--- config.mk ---
export PLATFORM = sky130hd
export DESIGN_NAME = text_string_renderer_flat
export DESIGN_NICKNAME = d
export VERILOG_FILES = /design/src/rtl/text_string_renderer_pkg.sv /design/src/rtl/text_string_renderer_if.sv /design/src/rtl/text_string_renderer_glyph_rom.sv /design/src/rtl/text_string_renderer.sv /design/src/flat_wrapper.sv
export SDC_FILE = /design/constraint.sdc
export NUM_CORES = 1
export LEC_CHECK = 0
export ABC_CLOCK_PERIOD_IN_PS = 3400
export CORE_ASPECT_RATIO = 0.8
export CORE_MARGIN = 5
export CORE_UTILIZATION = 55
export CTS_BUF_LIST = sky130_fd_sc_hd__clkbuf_4
export CTS_CLUSTER_SIZE = 24
export DETAILED_ROUTE_END_ITERATION = 10
export PLACE_DENSITY = 0.86
export REMOVE_ABC_BUFFERS = 1
export SYNTH_ARGS = -nofsm -noshare
export SYNTH_HDL_FRONTEND = slang
export SYNTH_SLANG_ARGS = --single-unit
--- constraint.sdc ---
create_clock -name iClk -period 3.4 [get_ports iClk]
set_clock_uncertainty 0.15 [all_clocks]
set_input_delay 0.85 -clock iClk [delete_from_list [all_inputs] [get_ports iClk]]
set_output_delay 0.85 -clock iClk [all_outputs]
set_load 0.01 [all_outputs]
--- src/rtl/text_string_renderer_pkg.sv ---
// Shared geometry, glyph code set and 16x16 font lookup for the text string renderer.
// The font is stored as 8x8 bitmaps and each bitmap pixel is doubled on both axes.
package text_string_renderer_pkg;

  localparam int VGA_W       = 11;
  localparam int FONT_W      = 16;
  localparam int FONT_H      = 16;
  localparam int FONT_CODE_W = 4;
  localparam int FONT_BLANK  = 15;

  typedef logic [VGA_W-1:0] vga_coord_t;

  typedef enum logic [FONT_CODE_W-1:0] {
    GL_0     = 4'd0,
    GL_1     = 4'd1,
    GL_2     = 4'd2,
    GL_3     = 4'd3,
    GL_4     = 4'd4,
    GL_5     = 4'd5,
    GL_6     = 4'd6,
    GL_7     = 4'd7,
    GL_8     = 4'd8,
    GL_9     = 4'd9,
    GL_A     = 4'd10,
    GL_E     = 4'd11,
    GL_G     = 4'd12,
    GL_M     = 4'd13,
    GL_O     = 4'd14,
    GL_BLANK = 4'd15
  } glyph_code_e;

  // Top byte is the top row; bit 7 of each byte is the leftmost pixel.
  function automatic logic [63:0] font8(input logic [FONT_CODE_W-1:0] code);
    case (code)
      GL_0:    font8 = 64'h3C66_6E76_6666_3C00;
      GL_1:    font8 = 64'h1838_1818_1818_7E00;
      GL_2:    font8 = 64'h3C66_060C_3060_7E00;
      GL_3:    font8 = 64'h3C66_061C_0666_3C00;
      GL_4:    font8 = 64'h0C1C_3C6C_7E0C_0C00;
      GL_5:    font8 = 64'h7E60_7C06_0666_3C00;
      GL_6:    font8 = 64'h3C60_7C66_6666_3C00;
      GL_7:    font8 = 64'h7E06_0C18_3030_3000;
      GL_8:    font8 = 64'h3C66_663C_6666_3C00;
      GL_9:    font8 = 64'h3C66_663E_060C_3800;
      GL_A:    font8 = 64'h183C_6666_7E66_6600;
      GL_E:    font8 = 64'h7E60_607C_6060_7E00;
      GL_G:    font8 = 64'h3C66_606E_6666_3C00;
      GL_M:    font8 = 64'h6377_7F6B_6363_6300;
      GL_O:    font8 = 64'h3C66_6666_6666_3C00;
      default: font8 = 64'hFFFF_FFFF_FFFF_FFFF;
    endcase
  endfunction

  function automatic logic [FONT_W-1:0] glyph_row(input logic [FONT_CODE_W-1:0] code,
                                                  input logic [$clog2(FONT_H)-1:0] row);
    logic [63:0] bits;
    logic [2:0]  r8;
    logic [7:0]  line;
    bits = font8(code);
    r8   = 3'(row >> 1);
    line = bits[8*(3'd7 - r8) +: 8];
    for (int i = 0; i < FONT_W; i++) begin
      glyph_row[i] = line[i/2];
    end
  endfunction

endpackage

--- src/rtl/text_string_renderer_if.sv ---
// Pixel-side and buffer-write signals of the text string renderer, grouped with driver/renderer views.
interface text_string_renderer_if
  import text_string_renderer_pkg::*;
#(
  parameter int NUM_CHARS = 8,
  parameter int CODE_W    = FONT_CODE_W
);
  vga_coord_t                     iPosX;
  vga_coord_t                     iPosY;
  vga_coord_t                     iVGA_X;
  vga_coord_t                     iVGA_Y;
  logic [1:0]                     iScale;
  logic                           iEnable;
  logic                           iBlinkEn;
  logic                           iFrameTick;
  logic                           iWrEn;
  logic [$clog2(NUM_CHARS)-1:0]   iWrAddr;
  logic [CODE_W-1:0]              iWrData;
  logic                           oDrawText;

  modport master (
    output iPosX, iPosY, iVGA_X, iVGA_Y, iScale, iEnable, iBlinkEn, iFrameTick,
    output iWrEn, iWrAddr, iWrData,
    input  oDrawText
  );

  modport slave (
    input  iPosX, iPosY, iVGA_X, iVGA_Y, iScale, iEnable, iBlinkEn, iFrameTick,
    input  iWrEn, iWrAddr, iWrData,
    output oDrawText
  );
endinterface

--- src/rtl/text_string_renderer_glyph_rom.sv ---
// Synchronous glyph ROM: the address is registered, row data is valid one cycle later.
module glyph_rom
  import text_string_renderer_pkg::*;
(
  input  logic                                    i_clk,
  input  logic                                    i_rst_n,
  input  logic [FONT_CODE_W+$clog2(FONT_H)-1:0]   i_addr,
  output logic [FONT_W-1:0]                       o_q
);
  localparam int ROW_W = $clog2(FONT_H);

  logic [FONT_CODE_W+ROW_W-1:0] r_addr;

  // Address register of the ROM port.
  always_ff @(posedge i_clk or negedge i_rst_n) begin
    if (!i_rst_n) begin
      r_addr <= '0;
    end else begin
      r_addr <= i_addr;
    end
  end

  assign o_q = glyph_row(r_addr[ROW_W +: FONT_CODE_W], r_addr[ROW_W-1:0]);
endmodule

--- src/rtl/text_string_renderer.sv ---
// Renders a buffered string of glyph codes at a scaled screen position.
// Two-stage pipeline: geometry + ROM address, then ROM bit select and gating.
module text_string_renderer
  import text_string_renderer_pkg::*;
#(
  parameter int NUM_CHARS    = 8,
  parameter int CODE_W       = FONT_CODE_W,
  parameter int GLYPH_W      = FONT_W,
  parameter int GLYPH_H      = FONT_H,
  parameter int BLANK_CODE   = FONT_BLANK,
  parameter int BLINK_FRAMES = 32
) (
  input  logic                  iClk,
  input  logic                  iRst_n,
  text_string_renderer_if.slave bus
);
  localparam int IDX_W = $clog2(NUM_CHARS);
  localparam int COL_W = $clog2(GLYPH_W);
  localparam int ROW_W = $clog2(GLYPH_H);
  localparam int CNT_W = (BLINK_FRAMES > 1) ? $clog2(BLINK_FRAMES) : 1;
  localparam vga_coord_t X_EXT = VGA_W'(NUM_CHARS * GLYPH_W);
  localparam vga_coord_t Y_EXT = VGA_W'(GLYPH_H);

  logic [CODE_W-1:0]       r_buf [NUM_CHARS];
  logic [CNT_W-1:0]        r_blink_cnt;
  logic                    r_phase;
  logic                    r_hit;
  logic                    r_blank;
  logic [COL_W-1:0]        r_col;
  logic                    r_draw;

  vga_coord_t              w_rel_x;
  vga_coord_t              w_rel_y;
  vga_coord_t              w_sx;
  vga_coord_t              w_sy;
  logic                    w_hit;
  logic [IDX_W-1:0]        w_idx;
  logic [COL_W-1:0]        w_col;
  logic [ROW_W-1:0]        w_row;
  logic [CODE_W-1:0]       w_code;
  logic [GLYPH_W-1:0]      w_rom_q;
  logic [COL_W-1:0]        w_bit;

  // Stage 0 geometry; comparing the scaled offset equals comparing against the scaled extent.
  always_comb begin
    w_rel_x = bus.iVGA_X - bus.iPosX;
    w_rel_y = bus.iVGA_Y - bus.iPosY;
    w_sx    = w_rel_x >> bus.iScale;
    w_sy    = w_rel_y >> bus.iScale;
    if ((bus.iVGA_X >= bus.iPosX) && (bus.iVGA_Y >= bus.iPosY)) begin
      w_hit = (w_sx < X_EXT) && (w_sy < Y_EXT);
    end else begin
      w_hit = 1'b0;
    end
  end

  assign w_idx  = w_sx[COL_W +: IDX_W];
  assign w_col  = w_sx[COL_W-1:0];
  assign w_row  = w_sy[ROW_W-1:0];
  assign w_code = r_buf[w_idx];
  assign w_bit  = COL_W'(GLYPH_W - 1) - r_col;

  glyph_rom u_rom (
    .i_clk   (iClk),
    .i_rst_n (iRst_n),
    .i_addr  ({w_code, w_row}),
    .o_q     (w_rom_q)
  );

  // Character buffer; a same-cycle read of the written entry still sees the old code.
  always_ff @(posedge iClk or negedge iRst_n) begin
    if (!iRst_n) begin
      for (int i = 0; i < NUM_CHARS; i++) begin
        r_buf[i] <= CODE_W'(BLANK_CODE);
      end
    end else if (bus.iWrEn) begin
      r_buf[bus.iWrAddr] <= bus.iWrData;
    end
  end

  // Blink divider; phase 1 hides the string when blinking is enabled.
  always_ff @(posedge iClk or negedge iRst_n) begin
    if (!iRst_n) begin
      r_blink_cnt <= '0;
      r_phase     <= 1'b0;
    end else if (bus.iFrameTick) begin
      if (r_blink_cnt == CNT_W'(BLINK_FRAMES - 1)) begin
        r_blink_cnt <= '0;
        r_phase     <= ~r_phase;
      end else begin
        r_blink_cnt <= r_blink_cnt + CNT_W'(1);
      end
    end
  end

  // Pipeline registers: stage 0 side info, then the gated pixel bit.
  always_ff @(posedge iClk or negedge iRst_n) begin
    if (!iRst_n) begin
      r_hit   <= 1'b0;
      r_blank <= 1'b0;
      r_col   <= '0;
      r_draw  <= 1'b0;
    end else begin
      r_hit   <= w_hit;
      r_blank <= (w_code == CODE_W'(BLANK_CODE));
      r_col   <= w_col;
      r_draw  <= r_hit & bus.iEnable & ~r_blank & ~(bus.iBlinkEn & r_phase) & w_rom_q[w_bit];
    end
  end

  assign bus.oDrawText = r_draw;
endmodule

--- src/flat_wrapper.sv ---
// flat-port wrapper written by rule: the top's interface ports become plain ports
module text_string_renderer_flat import text_string_renderer_pkg::*;
#(
  parameter int NUM_CHARS    = 8,
  parameter int CODE_W       = FONT_CODE_W,
  parameter int GLYPH_W      = FONT_W,
  parameter int GLYPH_H      = FONT_H,
  parameter int BLANK_CODE   = FONT_BLANK,
  parameter int BLINK_FRAMES = 32
)
  (iClk, iRst_n, bus_iPosX, bus_iPosY, bus_iVGA_X, bus_iVGA_Y, bus_iScale, bus_iEnable, bus_iBlinkEn, bus_iFrameTick, bus_iWrEn, bus_iWrAddr, bus_iWrData, bus_oDrawText);
  text_string_renderer_if #(.NUM_CHARS(NUM_CHARS), .CODE_W(CODE_W)) bus_i ();
  input  logic iClk;
  input  logic iRst_n;
  input wire logic [$bits(bus_i.iPosX)-1:0] bus_iPosX;
  input wire logic [$bits(bus_i.iPosY)-1:0] bus_iPosY;
  input wire logic [$bits(bus_i.iVGA_X)-1:0] bus_iVGA_X;
  input wire logic [$bits(bus_i.iVGA_Y)-1:0] bus_iVGA_Y;
  input wire logic [$bits(bus_i.iScale)-1:0] bus_iScale;
  input wire logic [$bits(bus_i.iEnable)-1:0] bus_iEnable;
  input wire logic [$bits(bus_i.iBlinkEn)-1:0] bus_iBlinkEn;
  input wire logic [$bits(bus_i.iFrameTick)-1:0] bus_iFrameTick;
  input wire logic [$bits(bus_i.iWrEn)-1:0] bus_iWrEn;
  input wire logic [$bits(bus_i.iWrAddr)-1:0] bus_iWrAddr;
  input wire logic [$bits(bus_i.iWrData)-1:0] bus_iWrData;
  output wire logic [$bits(bus_i.oDrawText)-1:0] bus_oDrawText;
  assign bus_i.iPosX = bus_iPosX;
  assign bus_i.iPosY = bus_iPosY;
  assign bus_i.iVGA_X = bus_iVGA_X;
  assign bus_i.iVGA_Y = bus_iVGA_Y;
  assign bus_i.iScale = bus_iScale;
  assign bus_i.iEnable = bus_iEnable;
  assign bus_i.iBlinkEn = bus_iBlinkEn;
  assign bus_i.iFrameTick = bus_iFrameTick;
  assign bus_i.iWrEn = bus_iWrEn;
  assign bus_i.iWrAddr = bus_iWrAddr;
  assign bus_i.iWrData = bus_iWrData;
  assign bus_oDrawText = bus_i.oDrawText;
  text_string_renderer #(.NUM_CHARS(NUM_CHARS), .CODE_W(CODE_W), .GLYPH_W(GLYPH_W), .GLYPH_H(GLYPH_H), .BLANK_CODE(BLANK_CODE), .BLINK_FRAMES(BLINK_FRAMES)) u_core (.iClk(iClk), .iRst_n(iRst_n), .bus(bus_i));
endmodule
==> results_dict.tcl <==
set metrics [dict create \
    status "complete, but fails checks" \
    violations "setup timing" \
    synth-seq-cells 51 \
    synth_edf_count 0 \
    synth_top_area_share_pct 17.8 \
    grt_usage_pct 27.5 \
    grt_max_degree 33 \
    peakVddDrop_uv 285 \
    endpoint_kind "register" \
    worstPathCellList "dlygate4sd2_1 > ha_4 > buf_6 > inv_1 > or4_1 > mux2i_1 > a211oi_2 > o2bb2ai_4 > buf_4 > mux2i_2 > mux2i_1 > mux2_4 > and4_1" \
    crit_cells 13 \
    tns_ns -0.230 \
    met1_usage_pct 34.4 \
    num_rows 30 \
    grt_overflow 0 \
    p_leak_nw 2.82 \
    grt_use_met2_pct 47.2 \
    cts_tree "built" \
    dp_hpwl_mm 9.85 \
    globalplace.congestion 0.960 \
    grt_pass1_wl_mm 23.5 \
    cp.arrival_ns 3.69 \
    antenna_found_initial 0 \
    syn_area_mm2 0.00473 \
    cp_top_family "multiplexers" \
    placed_cell_area_mm2 0.00580 \
    cp.required_ns 3.56 \
    ys.warnings.count 0 \
    cts_root_buf "clkbuf_4" \
    area_growth_pct 36.1 \
    setup_ws_ns -0.126 \
    slowest_stage "or4_1" \
    num_vias 5129 \
    nets 748 \
    synth.most_common_cell "nor2_1" \
    remaining_drc_errors 0 \
    crit_fanout 4 \
    synth_ff_type "dfstp_2" \
    yosysTopAreaCell "dfstp_2" \
    fmax_ghz 0.284 \
    cts_htree_levels 2 \
    setup_viol 3 \
    cts_buffers 5 \
    n_antenna_cell 0 \
    cts.path.max_buffers 2 \
    seq_area_frac_synth_pct 27.8 \
    num-fill-cells 533 \
    async_reset_ff_share_pct 100 \
    dr.first_iter.drc_count 617 \
    power.density_mw_per_mm2 562 \
    synth.distinct_cells 67 \
    top_usage_layer "met2" \
    drv_slew 0 \
    rr_endpoint "u_core.bus.oDrawText" \
    start_util_pct 56.0 \
    place_inst 737 \
    worstRegToRegCells 9 \
    core_mm2 0.00845 \
    port_buffers 59 \
    final_cells 769 \
    drive_above_1_share_pct 34.7 \
    fin_crit_sh_pct 104 \
    clk_pin_slew_ns 0.17 \
    grt_use_met3_pct 3.98 \
    avgViaCountPerCell 6.67 \
    crit_top_cell "mux2i_1" \
    endpoint "u_core.r_blank" \
    numClockSinks 51 \
    ys_top_cells_by_count "nor2_1 (47), inv_1 (46), mux2_2 (40)" \
    drv_cap 0 \
    synth_cells 537 \
    hold_viol_final 0 \
    fp.dieW_um 114 \
    slew_headroom_pct 45.2 \
    insertion_delay_ns 0.40 \
    min_period_ns 3.53 \
    grt_pass1_vias 4830 \
    syn_avg_cell_area_um2 8.81 \
    hp-class "in -> async" \
    worst_r2r_startpoint "u_core.u_rom.r_addr[5]" \
    cp-start-kind "input pin" \
    ios 60 \
    path_buf_inv 4 \
    drtAntennaViolNets 0 \
    worst_slew_pin_slew_ns 0.820 \
    die-area_mm2 0.0106 \
    slowest_delay_ns 0.49 \
    firstDrtPassIters 6 \
    drt-wirelength-per-cell_um 21.8 \
    worstSetupPathType "in -> reg" \
    final_cell_area_mm2 0.00643 \
    wirelength_mm 16.8 \
    dieHeight_um 92.9 \
    setup.worst_path.start "bus_iVGA_X[5]" \
    rrSetupSlack_ns 0.31 \
    synth_area_leaders "dfstp_2 (18%), dfrtp_1 (10%), mux2_2 (9.5%), ha_1 (8.2%), mux2i_1 (7.4%)" \
]
-- metrics by stage --
stage	hold WS, ns	total power (W)	setup slack [ns]	util (%)
2_1_floorplan	0.295	0.00219	-0.231	-
3_3_place_gp	0.312	0.00281	-0.781	68.6
3_5_place_dp	0.317	0.00289	-0.973	68.6
4_1_cts	0.338	0.00339	0.00444	73.9
5_1_grt	0.362	0.00379	-0.180	76.2
6_report	0.329	0.00362	-0.126	76.2
-- power by group --
group | leakage [nW] | internal, W | switching, W | total [W]
registers | 0.564 | 0.000825 | 0.000232 | 0.00106
clock network | 0.0461 | 0.000158 | 0.000221 | 0.000379
logic | 2.21 | 0.00104 | 0.00114 | 0.00218
total | 2.82 | 0.00202 | 0.00160 | 0.00362
-- layout make-up --
cell class,instances,area (µm²),area share [%]
flip-flops and latches,51,1320,20.5
well taps,112,140,2.18
clock inverters,3,45.0,0.700
multi-input cells,409,3410,53.1
inverters,47,176,2.74
repair buffers,142,1300,20.3
clock buffers,5,37.5,0.583
-- cell usage in the layout, fill, tap and decap left out, types with 6 or more instances in the layout --
cell type / instances
a211oi_1: 7
a21oi_2: 6
mux2_2: 36
mux2i_1: 28
nand2_1: 37
buf_12: 6
nor3_1: 11
nor2_1: 46
o22ai_1: 6
ha_1: 24
nand2b_1: 7
nor2b_1: 7
dfrtp_1: 19
o21ai_0: 25
inv_1: 42
dfstp_2: 32
buf_4: 71
a21oi_1: 28
clkdlybuf4s50_1: 44
nand3_1: 7
o211ai_1: 7
-- worst reg2reg max path, delay by kind of cell, from the launching register on --
| kind | cells | cell delay [ns] |
|---|---|---|
| multiplexers | 1 | 0.46 |
| adder cells (fa/ha/maj) | 1 | 0.39 |
| AO/OA/AOI/OAI | 4 | 0.85 |
| AND/OR/NAND/NOR | 2 | 0.40 |
| flip-flops | 1 | 0.57 |
| buffers and inverters | 1 | 0.19 |
-- how the worst min path moves through the flow --
stage                               from                     to  slack [ns]  cells past startpoint
after floorplan           u_core.r_phase         u_core.r_phase        0.29                      1
after global placement    u_core.r_phase         u_core.r_phase        0.31                      1
after detailed placement  u_core.r_phase         u_core.r_phase        0.32                      1
after CTS                         iRst_n         u_core.r_blank        0.34                      1
after global routing              iRst_n         u_core.r_blank        0.36                      1
final                             iRst_n  u_core.r_blink_cnt[3]        0.33                      1
-- timing repair --
item	4_1_cts	5_1_grt
gates resized for setup	56	37
buffers inserted	12	12
hold endpoints to repair	0	0
hold buffers	0	0
gates cloned	1	0
pin swaps	23	29
setup endpoints to repair	6	3
-- layer usage --
metal / vias to the layer above / part of all wire, % / routed length, µm
met5: - / 0 / 0
met4: 0 / 6.7 / 1120
met3: 129 / 10 / 1670
met2: 417 / 46 / 7790
met1: 2381 / 37 / 6190
li1: 2202 / - / -
-- sequential cells by signal, indices dropped and copies added, names as in the netlist --
name                  cells
u_core.r_blank            1
u_core.r_col              3
u_core.u_rom.r_addr       7
u_core.bus.oDrawText      1
u_core.r_buf             32
u_core.r_phase            1
u_core.r_hit              1
u_core.r_blink_cnt        5
-- kinds of logic (layout without fill, tap and decap cells) --
logic type / Yosys count / in the layout / share of synthesized area [%]
and+or+nand+nor: 147 / 147 / 15.0
AOI/OAI and AO/OA: 142 / 142 / 21.1
buffers and inverters: 77 / 197 / 6.64
muxes: 79 / 79 / 18.8
DFF: 51 / 51 / 27.8
xor gates and xnor gates: 8 / 8 / 1.48
adders and majority gates: 33 / 33 / 9.05
Power figures use the tool's default switching activity.
==> patch 1: new RTL, same settings <==
`BLINK_FRAMES` is set to 32 in 2 places; all go to 64.
--- a/src/rtl/text_string_renderer.sv
+++ b/src/rtl/text_string_renderer.sv
@@ -8,7 +8,7 @@
   parameter int GLYPH_W      = FONT_W,
   parameter int GLYPH_H      = FONT_H,
   parameter int BLANK_CODE   = FONT_BLANK,
-  parameter int BLINK_FRAMES = 32
+  parameter int BLINK_FRAMES = 64
 ) (
   input  logic                  iClk,
   input  logic                  iRst_n,
--- a/src/flat_wrapper.sv
+++ b/src/flat_wrapper.sv
@@ -6,7 +6,7 @@
   parameter int GLYPH_W      = FONT_W,
   parameter int GLYPH_H      = FONT_H,
   parameter int BLANK_CODE   = FONT_BLANK,
-  parameter int BLINK_FRAMES = 32
+  parameter int BLINK_FRAMES = 64
 )
   (iClk, iRst_n, bus_iPosX, bus_iPosY, bus_iVGA_X, bus_iVGA_Y, bus_iScale, bus_iEnable, bus_iBlinkEn, bus_iFrameTick, bus_iWrEn, bus_iWrAddr, bus_iWrData, bus_oDrawText);
   text_string_renderer_if #(.NUM_CHARS(NUM_CHARS), .CODE_W(CODE_W)) bus_i ();
Check against the original RTL: same outputs for any inputs over 4 cycles, from zero or initial values and one cycle with iRst_n low; that may be too few to reach the edited logic, so the function may still have changed.
==> patch 1 against the unedited design <==
  * The flow still finishes with violations (negative setup slack)
  * Critical path depth increased by 1
  * Sequential share of layout area increased by 0.67 points
  * Register-to-register slack got worse by 0.13 ns
  * Cell area decreased by 1.3%
  * Sequential cell count increased by 1
  * Die area increased by 0.72%
  * Total power decreased by 7.9%
  * Worst setup slack improved by 0.085 ns
  * Non-clock buffer count decreased by 2
  * Synthesized area increased by 0.79%
  * Wire length decreased by 7.1%
  * Count of clock-buffer cells in the layout increased by 1
  * Largest cell class unchanged
==> patch 1: results (changes against the unedited design) <==
bufAreaShareNonClock: 0.190  # was 0.203
regArea_mm2: 0.00134  # was 0.00132 mm²
power_leakage_nw: 2.72  # was 2.82 nW
synthTopCellsByArea: "dfstp_2 (18%), dfrtp_1 (11%), mux2_2 (9.5%)"  # was dfstp_2 (18%), dfrtp_1 (10%), mux2_2 (9.5%)
ys_ff_latch: 52  # was 51
worstReg2RegEnd: "u_core.bus.oDrawText"  # unchanged
multi_input_gates: 404  # was 409
setup_viol: 1  # was 3
status: "finished with violations"  # unchanged
grtUsageTotal: 0.278  # was 0.275
max_stage_delay_ns: 0.35  # was 0.49 ns
ys_types: 74  # was 67
preCtsSetupSlack_ns: -0.983  # was -0.973 ns
grt_pass1_wl_um: 23900  # was 23500 µm
synthCells: 523  # was 537
multi_input_area_share: 0.542  # was 0.531
vdd_drop_max_uv: 279  # was 285 µV
antenna_found_initial: 0  # unchanged
cpMaxStageDelayCell: "ha_4"  # was or4_1
hold_depth: 1
top_register: "u_core.r_buf"  # unchanged
dp_hpwl_um: 10100  # was 9850 µm
inv_count: 42  # was 47
worstReg2RegStart: "u_core.u_rom.r_addr[4]"  # was u_core.u_rom.r_addr[5]
grt_util_met2: 0.494  # was 0.472
place_inst: 732  # was 737
place_congestion: 0.983  # was 0.960
drtIter0Drc: 477  # was 617
routed_via_density: 6.42  # was 6.67
nNonClkBuffers: 140  # was 142
r2r_slack_ns: 0.18  # was 0.31 ns
use_met1: 0.334  # was 0.344
slew_headroom: 0.414  # was 0.452
synth_flop_cell: "dfstp_2"  # unchanged
clkbuf_count: 6  # was 5
first_pass_iters: 5  # was 6
avgRoutedWirePerCell_um: 20.5  # was 21.8 µm
seq_area_frac_synth: 0.281  # was 0.278
layout-drive-gt1-share: 0.362  # was 0.347
crit_family: "compound AO/OA/AOI/OAI gates"  # was multiplexers
clk_share: 0.00966  # was 0.0128
final.setup.worst_slack_ns: -0.0404  # was -0.126 ns
fin_nets: 736  # was 748
violations: "negative setup slack"  # unchanged
crit_path_max_fanout: 8  # was 4
grt_max_degree: 42  # was 33
num-fill-cells: 555  # was 533
fin_cells: 758  # was 769
use_met3: 0.0498  # was 0.0398
grt_pass1_vias: 4934  # was 4830
h-tree-depth: 2  # unchanged
holdCritPathClass: "reg2reg"  # was in2async
ys_top_cells_by_count: "inv_1 (40), mux2_2 (40), nand2_1 (38)"  # was nor2_1 (47), inv_1 (46), mux2_2 (40)
reg_top3: "u_core.r_buf (32), u_core.u_rom.r_addr (7), u_core.r_blink_cnt (6)"  # was u_core.r_buf (32), u_core.u_rom.r_addr (7), u_core.r_blink_cnt (5)
==> patch 1: cell count changes after synthesis, sizes merged, moves of 6 or more <==
cell    before  now
o21ai       28   37
nand2b       9    3
inv         47   40
clkbuf      19   10
a21oi       36   30
nor2        47   34
==> patch 1: layer usage <==
layer	wire [µm]	part of all wire
met4	637	0.041
met1	5960	0.38
met2	7760	0.50
met5	0	0
met3	1220	0.078
==> patch 1: worst max path at each step <==
| stage | endpoint | slack [ns] | depth (start not counted) |
|---|---|---|---|
| after floorplan | u_core.r_blank | -0.43 | 12 |
| after global placement | u_core.r_blank | -0.81 | 14 |
| after detailed placement | u_core.r_blank | -0.98 | 14 |
| after CTS | u_core.r_blank | 0.002 | 13 |
| after global routing | u_core.r_blank | -0.14 | 15 |
| final | u_core.r_blank | -0.04 | 14 |
==> patch 1: timing repair <==
item / CTS / global route
setup endpoints to repair: 6 / 6
gates cloned: 1 / 0
setup buffers: 12 / 6
pin swaps: 20 / 23
hold buffers: 0 / 0
gates resized for setup: 74 / 43
==> patch 1: stage by stage <==
step	cell area (µm²)	hold WS, ns	TNS [ns]
finish	6350	0.318	-0.0404
global placement	5830	0.283	-3.83
CTS	6220	0.310	0
global route	6350	0.329	-0.205
detailed placement	5830	0.281	-4.74
floorplan	4620	0.247	-1.31
==> patch 1: power by group <==
group	internal [mW]	switching [mW]	leakage (nW)
clock network	0.0907	0.212	0.0319
registers	0.841	0.155	0.581
logic	0.954	1.08	2.11
total	1.89	1.45	2.72
==> patch 1: kinds of logic (layout without fill, tap and decap cells) <==
kind of cell,after synthesis,in the layout,synth area share
xor gates and xnor gates,14,14,0.0257
and+or+nand+nor,136,136,0.142
adders and majority gates,32,32,0.0872
AOI/OAI and AO/OA,148,148,0.227
buffers and inverters,67,190,0.0633
muxes,74,74,0.174
DFF,52,52,0.281
==> patch 2: new RTL, config.mk and constraints unchanged <==
Without the edit above. Reset style: synchronous (`iRst_n` and `i_rst_n`), changed in 4 clocked blocks.
--- a/src/rtl/text_string_renderer_glyph_rom.sv
+++ b/src/rtl/text_string_renderer_glyph_rom.sv
@@ -12,7 +12,7 @@
   logic [FONT_CODE_W+ROW_W-1:0] r_addr;
 
   // Address register of the ROM port.
-  always_ff @(posedge i_clk or negedge i_rst_n) begin
+  always_ff @(posedge i_clk) begin
     if (!i_rst_n) begin
       r_addr <= '0;
     end else begin
--- a/src/rtl/text_string_renderer.sv
+++ b/src/rtl/text_string_renderer.sv
@@ -68,7 +68,7 @@
   );
 
   // Character buffer; a same-cycle read of the written entry still sees the old code.
-  always_ff @(posedge iClk or negedge iRst_n) begin
+  always_ff @(posedge iClk) begin
     if (!iRst_n) begin
       for (int i = 0; i < NUM_CHARS; i++) begin
         r_buf[i] <= CODE_W'(BLANK_CODE);
@@ -79,7 +79,7 @@
   end
 
   // Blink divider; phase 1 hides the string when blinking is enabled.
-  always_ff @(posedge iClk or negedge iRst_n) begin
+  always_ff @(posedge iClk) begin
     if (!iRst_n) begin
       r_blink_cnt <= '0;
       r_phase     <= 1'b0;
@@ -94,7 +94,7 @@
   end
 
   // Pipeline registers: stage 0 side info, then the gated pixel bit.
-  always_ff @(posedge iClk or negedge iRst_n) begin
+  always_ff @(posedge iClk) begin
     if (!iRst_n) begin
       r_hit   <= 1'b0;
       r_blank <= 1'b0;
Formal check against the unedited RTL: differs if iRst_n is asserted again (counterexample within 4 cycles, from zero or initial values and one cycle with iRst_n low); with iRst_n held inactive, the same outputs for 4 cycles.
==> patch 2 against the unedited design <==
  * The flow still finishes with violations (negative setup slack)
  * Wire length up 36%
  * Total power up 16%
  * Count of clock-buffer cells in the layout up 5
  * Die area up 18%
  * Sequential cell count up 36
  * Hold slack better by 0.018 ns
  * Cell area up 30%
  * Synthesized area up 20%
  * Via count up 17%
  * Highest routed layer unchanged
  * Combinational power up 4%
  * Worst setup slack worse by 0.60 ns
  * Register-to-register slack better by 0.44 ns
  * Critical path depth up 4
  * Largest power group unchanged
==> patch 2: results (changes against the unedited design) <==
async_flop_share: 0  # was 1.00
ys_types: 87  # was 67
violations: "negative setup slack"  # unchanged
crit_path_max_fanout: 5  # was 4
seq_area_frac_synth: 0.364  # was 0.278
synthTopCellsByArea: "dfxtp_1 (19%), edfxtp_1 (17%), ha_1 (6.9%)"  # was dfstp_2 (18%), dfrtp_1 (10%), mux2_2 (9.5%)
pwr-share-clk: 0.136  # was 0.105
setup_viol: 41  # was 3
grt_max_degree: 18  # was 33
status: "finished with violations"  # unchanged
clk_pin_slew_ns: 0.15  # was 0.17 ns
preCtsSetupSlack_ns: -1.65  # was -0.973 ns
grt_pass1_wl_um: 30300  # was 23500 µm
grtUsageTotal: 0.314  # was 0.275
clk_latency_ns: 0.48  # was 0.40 ns
h-tree-depth: 3  # was 2
drtIter0Drc: 747  # was 617
worstReg2RegEnd: "u_core.bus.oDrawText"  # unchanged
place_congestion: 0.925  # was 0.960
antenna_found_initial: 1  # was 0
tns_ns: -23.38  # was -0.230 ns
grt_pass1_vias: 5916  # was 4830
via_count: 6020  # was 5129
cp.arrival_ns: 4.40  # was 3.69 ns
final.setup.worst_slack_ns: -0.723  # was -0.126 ns
post-cts-setup-buffers: 34  # was 12
r2r_slack_ns: 0.75  # was 0.31 ns
numCtsBuffers: 9  # was 5
layout-drive-gt1-share: 0.443  # was 0.347
reg2reg_depth: 6  # was 9
[patch 2: changes by cell type in the layout (fill, tap and decap cells not counted), moves of 19 or more]
cell	unedited run	this run
buf_4	71	121
edfxtp_1	0	32
inv_1	42	19
dfstp_2	32	0
dfxtp_1	0	55
mux2_2	36	3
dfrtp_1	19	0
buf_6	5	34
[patch 2: critical path, cell delays in order]
cell and delay (ns):
buf_2 0.16, inv_2 0.06, fa_2 0.41, nand2b_4 0.17, a21oi_4 0.25, a31oi_4 0.20
mux2i_4 0.26, buf_6 0.15, o2bb2ai_4 0.20, buf_6 0.18, mux2i_4 0.26, mux2i_2 0.12
mux2i_1 0.18, buf_4 0.20, buf_6 0.14, mux2i_4 0.32, o32a_1 0.26
[patch 2: power groups by stage]
stage | clock [mW] | sequential (mW) | combinational [mW]
after floorplan | 0 | 1.34 | 0.856
after global placement | 0 | 1.37 | 1.39
after detailed placement | 0 | 1.38 | 1.44
after CTS | 0.559 | 1.36 | 1.79
after global routing | 0.619 | 1.39 | 2.31
final | 0.573 | 1.38 | 2.26
[patch 2: area by class of cell]
cell class | instances | area share
Timing Repair Buffer | 215 | 0.225
Antenna cell | 1 | 0.000300
Clock buffer | 10 | 0.00900
Multi-Input combinational cell | 412 | 0.473
Clock inverter | 6 | 0.00615
Tap cell | 140 | 0.0210
Inverter | 39 | 0.0187
Sequential cell | 87 | 0.247
[patch 2: through the flow]
stage / utilization / hold WS, ns / cells
finish: 0.821 / 0.347 / 910
global route: 0.821 / 0.369 / 910
CTS: 0.783 / 0.346 / 890
detailed placement: 0.695 / 0.323 / 839
global placement: 0.695 / 0.301 / 839
floorplan: - / 0.282 / 538
[patch 2: metal layers]
metal,wire length (µm),part of all wire,global-route usage
met5,0,0,0
met4,1980,0.087,0.189
met3,2290,0.10,0.0892
met2,10600,0.46,0.530
met1,8040,0.35,0.353
[patch 2: worst max-delay path by stage]
stage	slack [ns]	start	to	depth (start not counted)
global placement	-1.48	bus_iVGA_X[0]	flip-flop	18
global route	-0.72	bus_iVGA_X[0]	flip-flop	18
detailed placement	-1.65	bus_iVGA_X[0]	flip-flop	18
floorplan	-1.08	bus_iPosX[4]	flip-flop	14
finish	-0.72	bus_iVGA_X[1]	flip-flop	17
CTS	-0.49	bus_iPosX[0]	flip-flop	18
[patch 2: kinds of logic (layout without fill, tap and decap cells)]
group / after synthesis / after routing / synth area share
xor gates and xnor gates: 12 / 12 / 0.0186
DFF: 87 / 87 / 0.364
AOI/OAI and AO/OA: 136 / 136 / 0.184
muxes: 58 / 58 / 0.134
adders and majority gates: 33 / 33 / 0.0756
other: 0 / 1 / 0
buffers and inverters: 65 / 270 / 0.0542
and+or+nand+nor: 173 / 173 / 0.169
